`src/rtl/aes_round_sched_if.sv`:
```
// Handshake and strobe bundle between the AES round sequencer and its surroundings.
// master = the sequencer, slave = requester / consumer / key unit / datapath side.
interface aes_round_sched_if #(
  parameter int RIDX_W = 4
);
  logic              flush;
  logic              in_valid;
  logic              in_ready;
  logic              out_valid;
  logic              out_ready;
  logic              ks_load;
  logic              ks_step;
  logic              dp_load;
  logic              dp_add0;
  logic              dp_round_en;
  logic              dp_skip_mix;
  logic [RIDX_W-1:0] round_idx;
  logic              busy;

  modport master (
    input  flush, in_valid, out_ready,
    output in_ready, out_valid, ks_load, ks_step, dp_load, dp_add0,
           dp_round_en, dp_skip_mix, round_idx, busy
  );

  modport slave (
    output flush, in_valid, out_ready,
    input  in_ready, out_valid, ks_load, ks_step, dp_load, dp_add0,
           dp_round_en, dp_skip_mix, round_idx, busy
  );
endinterface

```
`src/rtl/aes_round_sched.sv`:
```
// Control sequencer for one AES-128 block: key load, initial AddRoundKey, NUM_ROUNDS rounds,
// then holds the result until the consumer takes it. No key or state data passes through here.
module aes_round_sched #(
  parameter int NUM_ROUNDS = 10,
  parameter int RIDX_W     = 4
) (
  input  logic               CLK,
  input  logic               RST,
  aes_round_sched_if.master  bus
);

  typedef enum logic [2:0] {
    S_IDLE  = 3'd0,
    S_LOAD  = 3'd1,
    S_ADD0  = 3'd2,
    S_ROUND = 3'd3,
    S_DONE  = 3'd4
  } state_t;

  localparam logic [RIDX_W-1:0] LAST_ROUND = RIDX_W'(NUM_ROUNDS);

  state_t            state_reg, state_next;
  logic [RIDX_W-1:0] cnt_reg, cnt_next;

  logic              in_ready;
  logic              out_valid;
  logic              ks_load;
  logic              ks_step;
  logic              dp_load;
  logic              dp_add0;
  logic              dp_round_en;
  logic              dp_skip_mix;
  logic [RIDX_W-1:0] round_idx;

  always_ff @(posedge CLK or posedge RST) begin
    if (RST) begin
      state_reg <= S_IDLE;
      cnt_reg   <= '0;
    end else begin
      state_reg <= state_next;
      cnt_reg   <= cnt_next;
    end
  end

  always_comb begin
    state_next  = state_reg;
    cnt_next    = cnt_reg;
    in_ready    = 1'b0;
    out_valid   = 1'b0;
    ks_load     = 1'b0;
    ks_step     = 1'b0;
    dp_load     = 1'b0;
    dp_add0     = 1'b0;
    dp_round_en = 1'b0;
    dp_skip_mix = 1'b0;
    round_idx   = '0;

    case (state_reg)
      S_IDLE: begin
        in_ready = 1'b1;
        cnt_next = '0;
        if (bus.in_valid) state_next = S_LOAD;
      end
      S_LOAD: begin
        ks_load    = 1'b1;
        dp_load    = 1'b1;
        cnt_next   = '0;
        state_next = S_ADD0;
      end
      S_ADD0: begin
        dp_add0    = 1'b1;
        ks_step    = 1'b1;
        cnt_next   = RIDX_W'(1);
        state_next = S_ROUND;
      end
      S_ROUND: begin
        round_idx = cnt_reg;
        if (cnt_reg == LAST_ROUND) begin
          dp_round_en = 1'b1;
          dp_skip_mix = 1'b1;
          state_next  = S_DONE;
        end else if (cnt_reg > LAST_ROUND) begin
          // Unreachable counter value: abandon the block rather than run a bogus round.
          cnt_next   = '0;
          state_next = S_IDLE;
        end else begin
          // Step the key unit now so the next round key is ready for the next round.
          dp_round_en = 1'b1;
          ks_step     = 1'b1;
          cnt_next    = cnt_reg + RIDX_W'(1);
        end
      end
      S_DONE: begin
        out_valid = 1'b1;
        round_idx = LAST_ROUND;
        if (bus.out_ready || (cnt_reg > LAST_ROUND)) begin
          cnt_next   = '0;
          state_next = S_IDLE;
        end
      end
      default: begin
        cnt_next   = '0;
        state_next = S_IDLE;
      end
    endcase

    // Abort wins over any accept or completion decided above.
    if (bus.flush) begin
      cnt_next   = '0;
      state_next = S_IDLE;
    end
  end

  assign bus.in_ready    = in_ready;
  assign bus.out_valid   = out_valid;
  assign bus.ks_load     = ks_load;
  assign bus.ks_step     = ks_step;
  assign bus.dp_load     = dp_load;
  assign bus.dp_add0     = dp_add0;
  assign bus.dp_round_en = dp_round_en;
  assign bus.dp_skip_mix = dp_skip_mix;
  assign bus.round_idx   = round_idx;
  assign bus.busy        = (state_reg != S_IDLE);

endmodule

```
`src/flat_wrapper.sv`:
```
// flat-port wrapper written by rule: the top's interface ports become plain ports
module aes_round_sched_flat 
#(
  parameter int NUM_ROUNDS = 10,
  parameter int RIDX_W     = 4
)
  (CLK, RST, bus_flush, bus_in_valid, bus_out_ready, bus_in_ready, bus_out_valid, bus_ks_load, bus_ks_step, bus_dp_load, bus_dp_add0, bus_dp_round_en, bus_dp_skip_mix, bus_round_idx, bus_busy);
  aes_round_sched_if #(.RIDX_W(RIDX_W)) bus_i ();
  input  logic CLK;
  input  logic RST;
  input wire logic [$bits(bus_i.flush)-1:0] bus_flush;
  input wire logic [$bits(bus_i.in_valid)-1:0] bus_in_valid;
  input wire logic [$bits(bus_i.out_ready)-1:0] bus_out_ready;
  output wire logic [$bits(bus_i.in_ready)-1:0] bus_in_ready;
  output wire logic [$bits(bus_i.out_valid)-1:0] bus_out_valid;
  output wire logic [$bits(bus_i.ks_load)-1:0] bus_ks_load;
  output wire logic [$bits(bus_i.ks_step)-1:0] bus_ks_step;
  output wire logic [$bits(bus_i.dp_load)-1:0] bus_dp_load;
  output wire logic [$bits(bus_i.dp_add0)-1:0] bus_dp_add0;
  output wire logic [$bits(bus_i.dp_round_en)-1:0] bus_dp_round_en;
  output wire logic [$bits(bus_i.dp_skip_mix)-1:0] bus_dp_skip_mix;
  output wire logic [$bits(bus_i.round_idx)-1:0] bus_round_idx;
  output wire logic [$bits(bus_i.busy)-1:0] bus_busy;
  assign bus_i.flush = bus_flush;
  assign bus_i.in_valid = bus_in_valid;
  assign bus_i.out_ready = bus_out_ready;
  assign bus_in_ready = bus_i.in_ready;
  assign bus_out_valid = bus_i.out_valid;
  assign bus_ks_load = bus_i.ks_load;
  assign bus_ks_step = bus_i.ks_step;
  assign bus_dp_load = bus_i.dp_load;
  assign bus_dp_add0 = bus_i.dp_add0;
  assign bus_dp_round_en = bus_i.dp_round_en;
  assign bus_dp_skip_mix = bus_i.dp_skip_mix;
  assign bus_round_idx = bus_i.round_idx;
  assign bus_busy = bus_i.busy;
  aes_round_sched #(.NUM_ROUNDS(NUM_ROUNDS), .RIDX_W(RIDX_W)) u_core (.CLK(CLK), .RST(RST), .bus(bus_i));
endmodule
```
`config.mk`:
```
export PLATFORM = sky130hd
export DESIGN_NAME = aes_round_sched_flat
export DESIGN_NICKNAME = d
export VERILOG_FILES = /design/src/rtl/aes_round_sched_if.sv /design/src/rtl/aes_round_sched.sv /design/src/flat_wrapper.sv
export SDC_FILE = /design/constraint.sdc
export NUM_CORES = 1
export LEC_CHECK = 0
export ABC_AREA = 1
export BUFFER_PORTS_ARGS = -buffer_cell sky130_fd_sc_hd__buf_4
export CORE_MARGIN = 2
export CORE_UTILIZATION = 24
export CTS_CLUSTER_SIZE = 14
export DETAILED_ROUTE_END_ITERATION = 10
export PLACE_DENSITY_LB_ADDON = 0.12
export SKIP_LAST_GASP = 1
export SLEW_MARGIN = 20
export SYNTH_ARGS = -nofsm -noshare
export SYNTH_HDL_FRONTEND = slang
export SYNTH_SLANG_ARGS = --single-unit
```
`constraint.sdc`:
```
create_clock -name CLK -period 2.7 [get_ports CLK]
set_input_delay 0.675 -clock CLK [delete_from_list [all_inputs] [get_ports CLK]]
set_output_delay 0.675 -clock CLK [all_outputs]
set_load 0.02 [all_outputs]
```
Yosys cells after proc, flatten, opt, wreduce, memory -nomap -nowiden
Cells that the tools add are included.

operators by class
  add/subtract/negate cells = 1
  magnitude comparators = 1
  equal/unequal tests = 9
  muxes and demuxes = 23
  reductions and logical operators = 5

operator list
  cell                                                                      number
  4-bit 2-to-1 mux                                                          4
  3-bit 2-to-1 mux                                                          5
  3-bit one-hot mux with 5 select lines                                     1
  4-bit one-hot mux with 3 select lines                                     1
  1-bit 2-to-1 mux                                                          10
  4-bit one-hot mux with 2 select lines                                     1
  3-bit by 2-bit equality test with 1-bit output (second input constant)    2
  3-bit inequality test (second input constant)                             2
  4-bit by 1-bit adder with 4-bit output (second input constant)            1
  4-bit equality test (second input constant)                               1
  4-bit > comparator (second input constant)                                1
  4-bit by 2-bit inequality test with 1-bit output (second input constant)  1
  3-bit by 1-bit equality test with 1-bit output (second input constant)    1
  3-bit equality test (second input constant)                               1
  3-bit zero test                                                           1
  3-bit by 2-bit inequality test with 1-bit output (second input constant)  1
  3-bit AND reduction                                                       1
  3-bit nonzero test                                                        1
  1-bit one-hot mux with 2 select lines                                     1
  2-bit AND reduction                                                       1
  1-bit logical OR                                                          1

storage, ports and cells
  flip-flop bits (word level) = 7
  word-level logic and storage cells = 41

Depth between registers and ports, before layout
Gate-level depths: netlist of run 1.

  word-level depth = 5
  gate-level depth with buffers = 9

Worst setup path before layout of run 1
No wires, ideal clock.

  path type = register to output
  start point = register u_core.cnt_reg[0]
  end point = output port bus_ks_step
  arrival = 1.353 ns
  data required time = 2.025 ns
  slack = 0.672 ns
  stages on the path, launching flop included = 6
  cell sequence = dfrtp_1 inv_1 ha_1 nand2_1 nor2_1 o31ai_1

on the way
  cells in the longest elaborated chain, start to end = 4

ends and longest elaborated chain
  element                                    line                   RTL
  from (decl)                                aes_round_sched.sv:23  logic [RIDX_W-1:0] cnt_reg, cnt_next;
  from (signal assigned)                     aes_round_sched.sv:41  cnt_reg <= cnt_next;
  4-bit > comparator                         aes_round_sched.sv:82  end else if (cnt_reg > LAST_ROUND) begin
  1-bit 2-to-1 mux                           aes_round_sched.sv:82
  1-bit 2-to-1 mux (*)                       aes_round_sched.sv:78  if (cnt_reg == LAST_ROUND) begin
  1-bit one-hot mux with 2 select lines (*)  aes_round_sched.sv:58  case (state_reg)
  to (decl)                                  flat_wrapper.sv:17     output wire logic [$bits(bus_i.ks_step)-1:0] bus_ks_step;

Mark *: on every way between the ends. The rest lies on a longest branch, timed or not.

Final worst setup path of run 1
Ends and elaborated chain as after synthesis.

==> impl_metrics.ini, run 1 <==
[cts]
cts_sinks = 7
cts.clk_slew.worst_paths_ns = 0.05
cts_max_level = 1
ctsHoldBuffers = 0
post_cts_resized = 0
cts_buffers = 3
root_buffer = clkbuf_4
worstSkewPairLatency_ns = 0.24
cts_tree = done
postCtsSetupBuffers = 0
cts_buffer_depth = 2

[global_route]
grt_start_max_net_pins = 8
first_global_vias = 502
grt.overflow.total = 0
antenna_found_initial = 0
grt_usage_pct = 10.1
grt_pass1_wl_um = 2070

[detailed_routing]
dr.pass1.iters = 3
ant_nets = 0
drc_errors = 0
drt-total-wl_um = 1230
vias = 517
initialDrtViolationCount = 8
wl_per_cell_um = 9.67
vias_per_cell = 4.07

[floorplan]
die-area_um2 = 2730
coreArea_um2 = 2210
start_util_pct = 25.3
die_y_um = 52.3
fp.dieW_um = 52.3
ios = 18
rows = 17

[yosys]
synth_edf_count = 0
syn-num-nets = 86
synth-seq-cells = 7
synth_cell_types = 21
synthArstFlopShare_pct = 100
synth_seq_area_share_pct = 31.3
syn_area_per_cell_um2 = 7.08
syn_inst = 79
synth-warning-count = 0
ys.flop_type = dfrtp_1
syn-cell-area_um2 = 559

[cells_and_area]
largest_register_ffs = 4
final_util_pct = 33.5
fin_nets = 107
drive_above_1_share_pct = 32.3
area_delta_synth_final_pct = 32.4
antenna_cells_inserted = 0

[sta]
max_freq_mhz = 452
worst_slew_pin_slew_ns = 0.288
min_period_ns = 2.21
grt_setup_unrepaired = no
fin_setup_tns_ns = 0
finClkSkew_ns = 0.000290
finalHoldViolCount = 0
period_share_pct = 82.0
maxSlewHeadroom_pct = 80.7
slew_viol_final = 0
setup_viol = 0

[flow_run]
max_cap_viol_count = 0

[critical_path]
required_ns = 2.03
worstSetupPathType = reg -> out
crit_chain = inv_1 -> ha_1 -> nand2_1 -> nor2_1 -> o31ai_1 -> buf_4
worst_setup_path_start_kind = register
end_kind = primary output
crit_fanout = 4
arrival_ns = 1.54
cpPeakStageDelay_ns = 0.38
cp_slowest_cell = dfrtp_1

[pwr]
combPwrFrac_pct = 40.3
swShare_pct = 37.1
clkPwrFrac_pct = 25.0
p_leak_nw = 0.420
seqPwrFrac_pct = 34.8
power_per_cell_area_nw_per_um2 = 489
vdd_drop_max_uv = 160
p_switching_mw = 0.134
p_int_mw = 0.228

[outcome]
status = complete, no violations

[placed_design]
place.gp.congestion = 0.726
port_buffers = 17
dp_hpwl_um = 1030

[hold_path]
min_path_type = in -> async
-- metal layers --
| metal | track usage (%) | vias to the layer above | part of all wire, % |
|---|---|---|---|
| li1 | - | 285 | - |
| met1 | 12.3 | 224 | 47 |
| met2 | 16.5 | 6 | 49 |
| met3 | 1.71 | 2 | 3.0 |
| met4 | 6.41 | 0 | 0.81 |
| met5 | 0 | - | 0 |
-- cell type report --
type	instances	area (um^2)
multi-input cells	58	328
fillers	261	1470
well taps	28	35.0
clock buffers	4	26.3
inverters	13	48.8
flip-flops and latches	7	175
repair buffers	17	128
-- cell usage after synthesis (3+ instances only) --
master / number / area share [%]
o21ai_1: 3 / 2.7
nor2_1: 11 / 7.4
nand2_1: 19 / 13
dfrtp_1: 7 / 31
nand3_1: 5 / 4.5
inv_1: 11 / 7.4
-- worst max-delay path, delay by kind of cell (launching register included) --
family                   cells  cell delay (ns)
AO/OA/AOI/OAI                1             0.29
adder cells (fa/ha/maj)      1             0.22
buffers and inverters        2             0.28
flip-flops                   1             0.38
AND/OR/NAND/NOR              2             0.13
-- power by group through the flow --
| stage | clock network (mW) | logic, mW | registers (mW) |
|---|---|---|---|
| finish | 0.0903 | 0.146 | 0.126 |
| global route | 0.102 | 0.160 | 0.127 |
| CTS | 0.0964 | 0.148 | 0.125 |
| detailed placement | 0 | 0.147 | 0.127 |
| global placement | 0 | 0.148 | 0.128 |
| floorplan | 0 | 0.0950 | 0.125 |
-- stage by stage --
stage / area [um^2] / hold WS (ns) / setup WS (ns) / power (mW) / instances
final: 741 / 0.365 / 0.485 / 0.362 / 127
after global routing: 741 / 0.386 / 0.386 / 0.390 / 127
after CTS: 741 / 0.369 / 0.462 / 0.370 / 127
after detailed placement: 714 / 0.537 / 0.734 / 0.274 / 123
after global placement: 714 / 0.527 / 0.815 / 0.275 / 123
after floorplan: 559 / 0.478 / 0.672 / 0.220 / 79
-- logic make-up after synthesis --
logic type,count (synthesis),synth area share (%)
XOR/XNOR,2,3.13
adder cells (fa/ha/maj),2,4.47
buffers and inverters,14,10.1
AO/OA/AOI/OAI,7,7.38
flip-flops,7,31.3
AND/OR/NAND/NOR,47,43.6
-- final timing paths --
kind / endpoint / cells after the start / start / slack [ns]
min reg2reg: u_core.cnt_reg[0] / 2 / u_core.cnt_reg[0] / 0.54
min in group CLK: u_core.cnt_reg[0] / 2 / u_core.cnt_reg[0] / 0.54
max reg2reg: u_core.cnt_reg[0] / 9 / u_core.cnt_reg[0] / 1.21
max in group asynchronous: u_core.cnt_reg[3] / 2 / RST / 2.12
max: bus_ks_step / 6 / u_core.cnt_reg[0] / 0.49
min: u_core.state_reg[1] / 2 / RST / 0.37
-- cells in the final DEF, fill, tap and decap left out, types with 3 or more instances in the layout --
cell type | Yosys | routed
clkbuf_4 | 0 | 3
buf_4 | 1 | 17
nand2_1 | 19 | 19
inv_1 | 11 | 11
o21ai_1 | 3 | 3
nor2_1 | 11 | 11
nand3_1 | 5 | 5
dfrtp_1 | 7 | 7
Note: power is estimated with default switching activity, not from simulation.
==> run 2, diff against run 1 <==
- ABC_AREA: 1 -> 0
- clock period: 2.7 -> 2.3 ns (I/O delays scaled with it)
==> impl_metrics.ini, run 2 <==
[floorplan]
coreArea_um2 = 2190
die_y_um = 52.1
fp.dieW_um = 52.1
rows = 17
ios = 18
die-area_um2 = 2720
start_util_pct = 25.4

[global_route]
grt_start_max_net_pins = 12
antenna_found_initial = 0
grt_pass1_wl_um = 2370
grt.overflow.total = 0
first_global_vias = 496
grt_usage_pct = 12.3

[critical_path]
crit_buf_inv = 2
worst_setup_path_start_kind = register
cpPeakStageDelay_ns = 0.40
critPathLaunch = u_core.cnt_reg[0]
cp_slowest_cell = dfrtp_1
rr_startpoint = u_core.state_reg[1]
crit_chain = inv_1 -> ha_2 -> and2b_1 -> o21ai_2 -> and2_1 -> buf_4
worstSetupPathType = reg -> out
path_delay_family = flip-flops
required_ns = 1.73
worst-r2r-setup-slack_ns = 0.58
end_kind = primary output
crit_fanout = 4
arrival_ns = 1.57

[cells_and_area]
drive_above_1_share_pct = 35.8
multi_input_area_um2 = 323
seqCellArea_um2 = 176
final_util_pct = 32.3
most-common-layout-cells = buf_4 (17), nand2_1 (7), nor2_1 (6), dfrtp_1 (6), inv_1 (5)
fillers = 234
final_common_cell = buf_4
antenna_cells_inserted = 0
stdcell_count = 109
fin_nets = 89
area_delta_synth_final_pct = 27.3
largest_register_ffs = 4

[sta]
slew_viol_final = 0
fin_setup_tns_ns = 0
max_freq_mhz = 465
worst_slew_pin_slew_ns = 0.356
setup_viol = 0
finalHoldViolCount = 0
finalWorstSetupSlack_ns = 0.150
min_period_ns = 2.15
grt_setup_unrepaired = no
finClkSkew_ns = 0.00107
period_share_pct = 93.5
maxSlewHeadroom_pct = 76.1

[placed_design]
place.gp.congestion = 0.769
port_buffers = 17
dp_slack_ns = 0.287
dp_cells = 105
dp_hpwl_um = 974

[yosys]
syn-num-nets = 73
synth.top_cells.by_area = dfrtp_1 (32%), nand2_1 (4.7%), ha_1 (4.5%)
ys.flop_type = dfrtp_1
syn_area_per_cell_um2 = 8.42
synth_edf_count = 0
synth_top_area_cell = dfrtp_1
synth_seq_area_share_pct = 31.5
syn_inst = 66
synth-seq-cells = 7
synthTopCellsByCount = dfrtp_1 (7), nand2_1 (7), nor2_1 (6), inv_1 (5), o21ai_0 (4)
synthArstFlopShare_pct = 100
synth_cell_types = 32
synth-warning-count = 0
synth_top_area_share_pct = 31.5
syn-cell-area_um2 = 556

[detailed_routing]
drc_errors = 0
wl_per_cell_um = 12.1
vias_per_cell = 4.62
drt-total-wl_um = 1310
dr.pass1.iters = 4
initialDrtViolationCount = 9
vias = 504
ant_nets = 0

[cts]
cts_buffers = 3
cts_sinks = 7
cts_max_level = 1
cts.clk_slew.worst_paths_ns = 0.05
cts_tree = done
cts_buffer_depth = 2
root_buffer = clkbuf_4
worstSkewPairLatency_ns = 0.25

[pwr]
p_leak_nw = 0.349
vdd_drop_max_uv = 235
power_per_cell_area_nw_per_um2 = 447

[flow_run]
max_cap_viol_count = 0

[hold_path]
min_path_type = in -> async

[outcome]
status = complete, no violations
## run 2: cell types whose count changed after synthesis, sizes merged, moves of 3 or more
cell   delta
nand2    -16
nor2      -8
nand3     -5
inv       -8
buf       +3
a21oi     +3
## run 2: stage by stage
step                      cell area [um^2]  hold slack (ns)  power (mW)
after floorplan                        556            0.378       0.181
after global placement                 673            0.545       0.206
after detailed placement               673            0.552       0.206
after CTS                              699            0.272       0.326
after global routing                   707            0.286       0.344
final                                  707            0.262       0.316
## run 2: report_power, final
group	internal, mW	leakage [nW]	switching [mW]
combinational	0.0289	0.240	0.0372
sequential	0.127	0.0939	0.00928
clock	0.0663	0.0150	0.0470
## run 2: per-layer routing
layer / GRT usage, % / share of wire, % / vias to the layer above
li1: - / - / 258
met1: 16.0 / 46 / 231
met2: 17.7 / 46 / 13
met3: 4.89 / 6.2 / 2
met4: 5.26 / 1.1 / 0
met5: 0 / 0 / -
## run 2: path summary, 6_finish.rpt
| path | endpoint | cells past startpoint |
|---|---|---|
| setup / recovery | bus_dp_round_en | 6 |
| hold / removal | u_core.state_reg[1] | 2 |
| setup reg to reg | u_core.cnt_reg[1] | 4 |
| hold reg to reg | u_core.state_reg[0] | 1 |
| max in group asynchronous | u_core.cnt_reg[1] | 2 |
| min in group CLK | u_core.state_reg[0] | 2 |
## run 2: kinds of logic after synthesis
family | synth area share (%)
simple gates | 30.4
flops | 31.5
buf+inv | 11.5
compound gates | 17.6
mux | 4.50
fa+ha+maj | 4.50
## run 2: area by class of cell
cell class	instances	area share, %
repair buffers	17	18.1
inverters	5	2.65
well taps	28	4.96
multi-input cells	48	45.7
flip-flops and latches	7	25.0
clock buffers	4	3.72
## run 2: repair_timing
item                                    in CTS  in global routing
endpoints found under the setup margin       0                  1
buffers inserted                             0                  0
gates resized for setup                      0                  4
hold buffers                                 0                  0
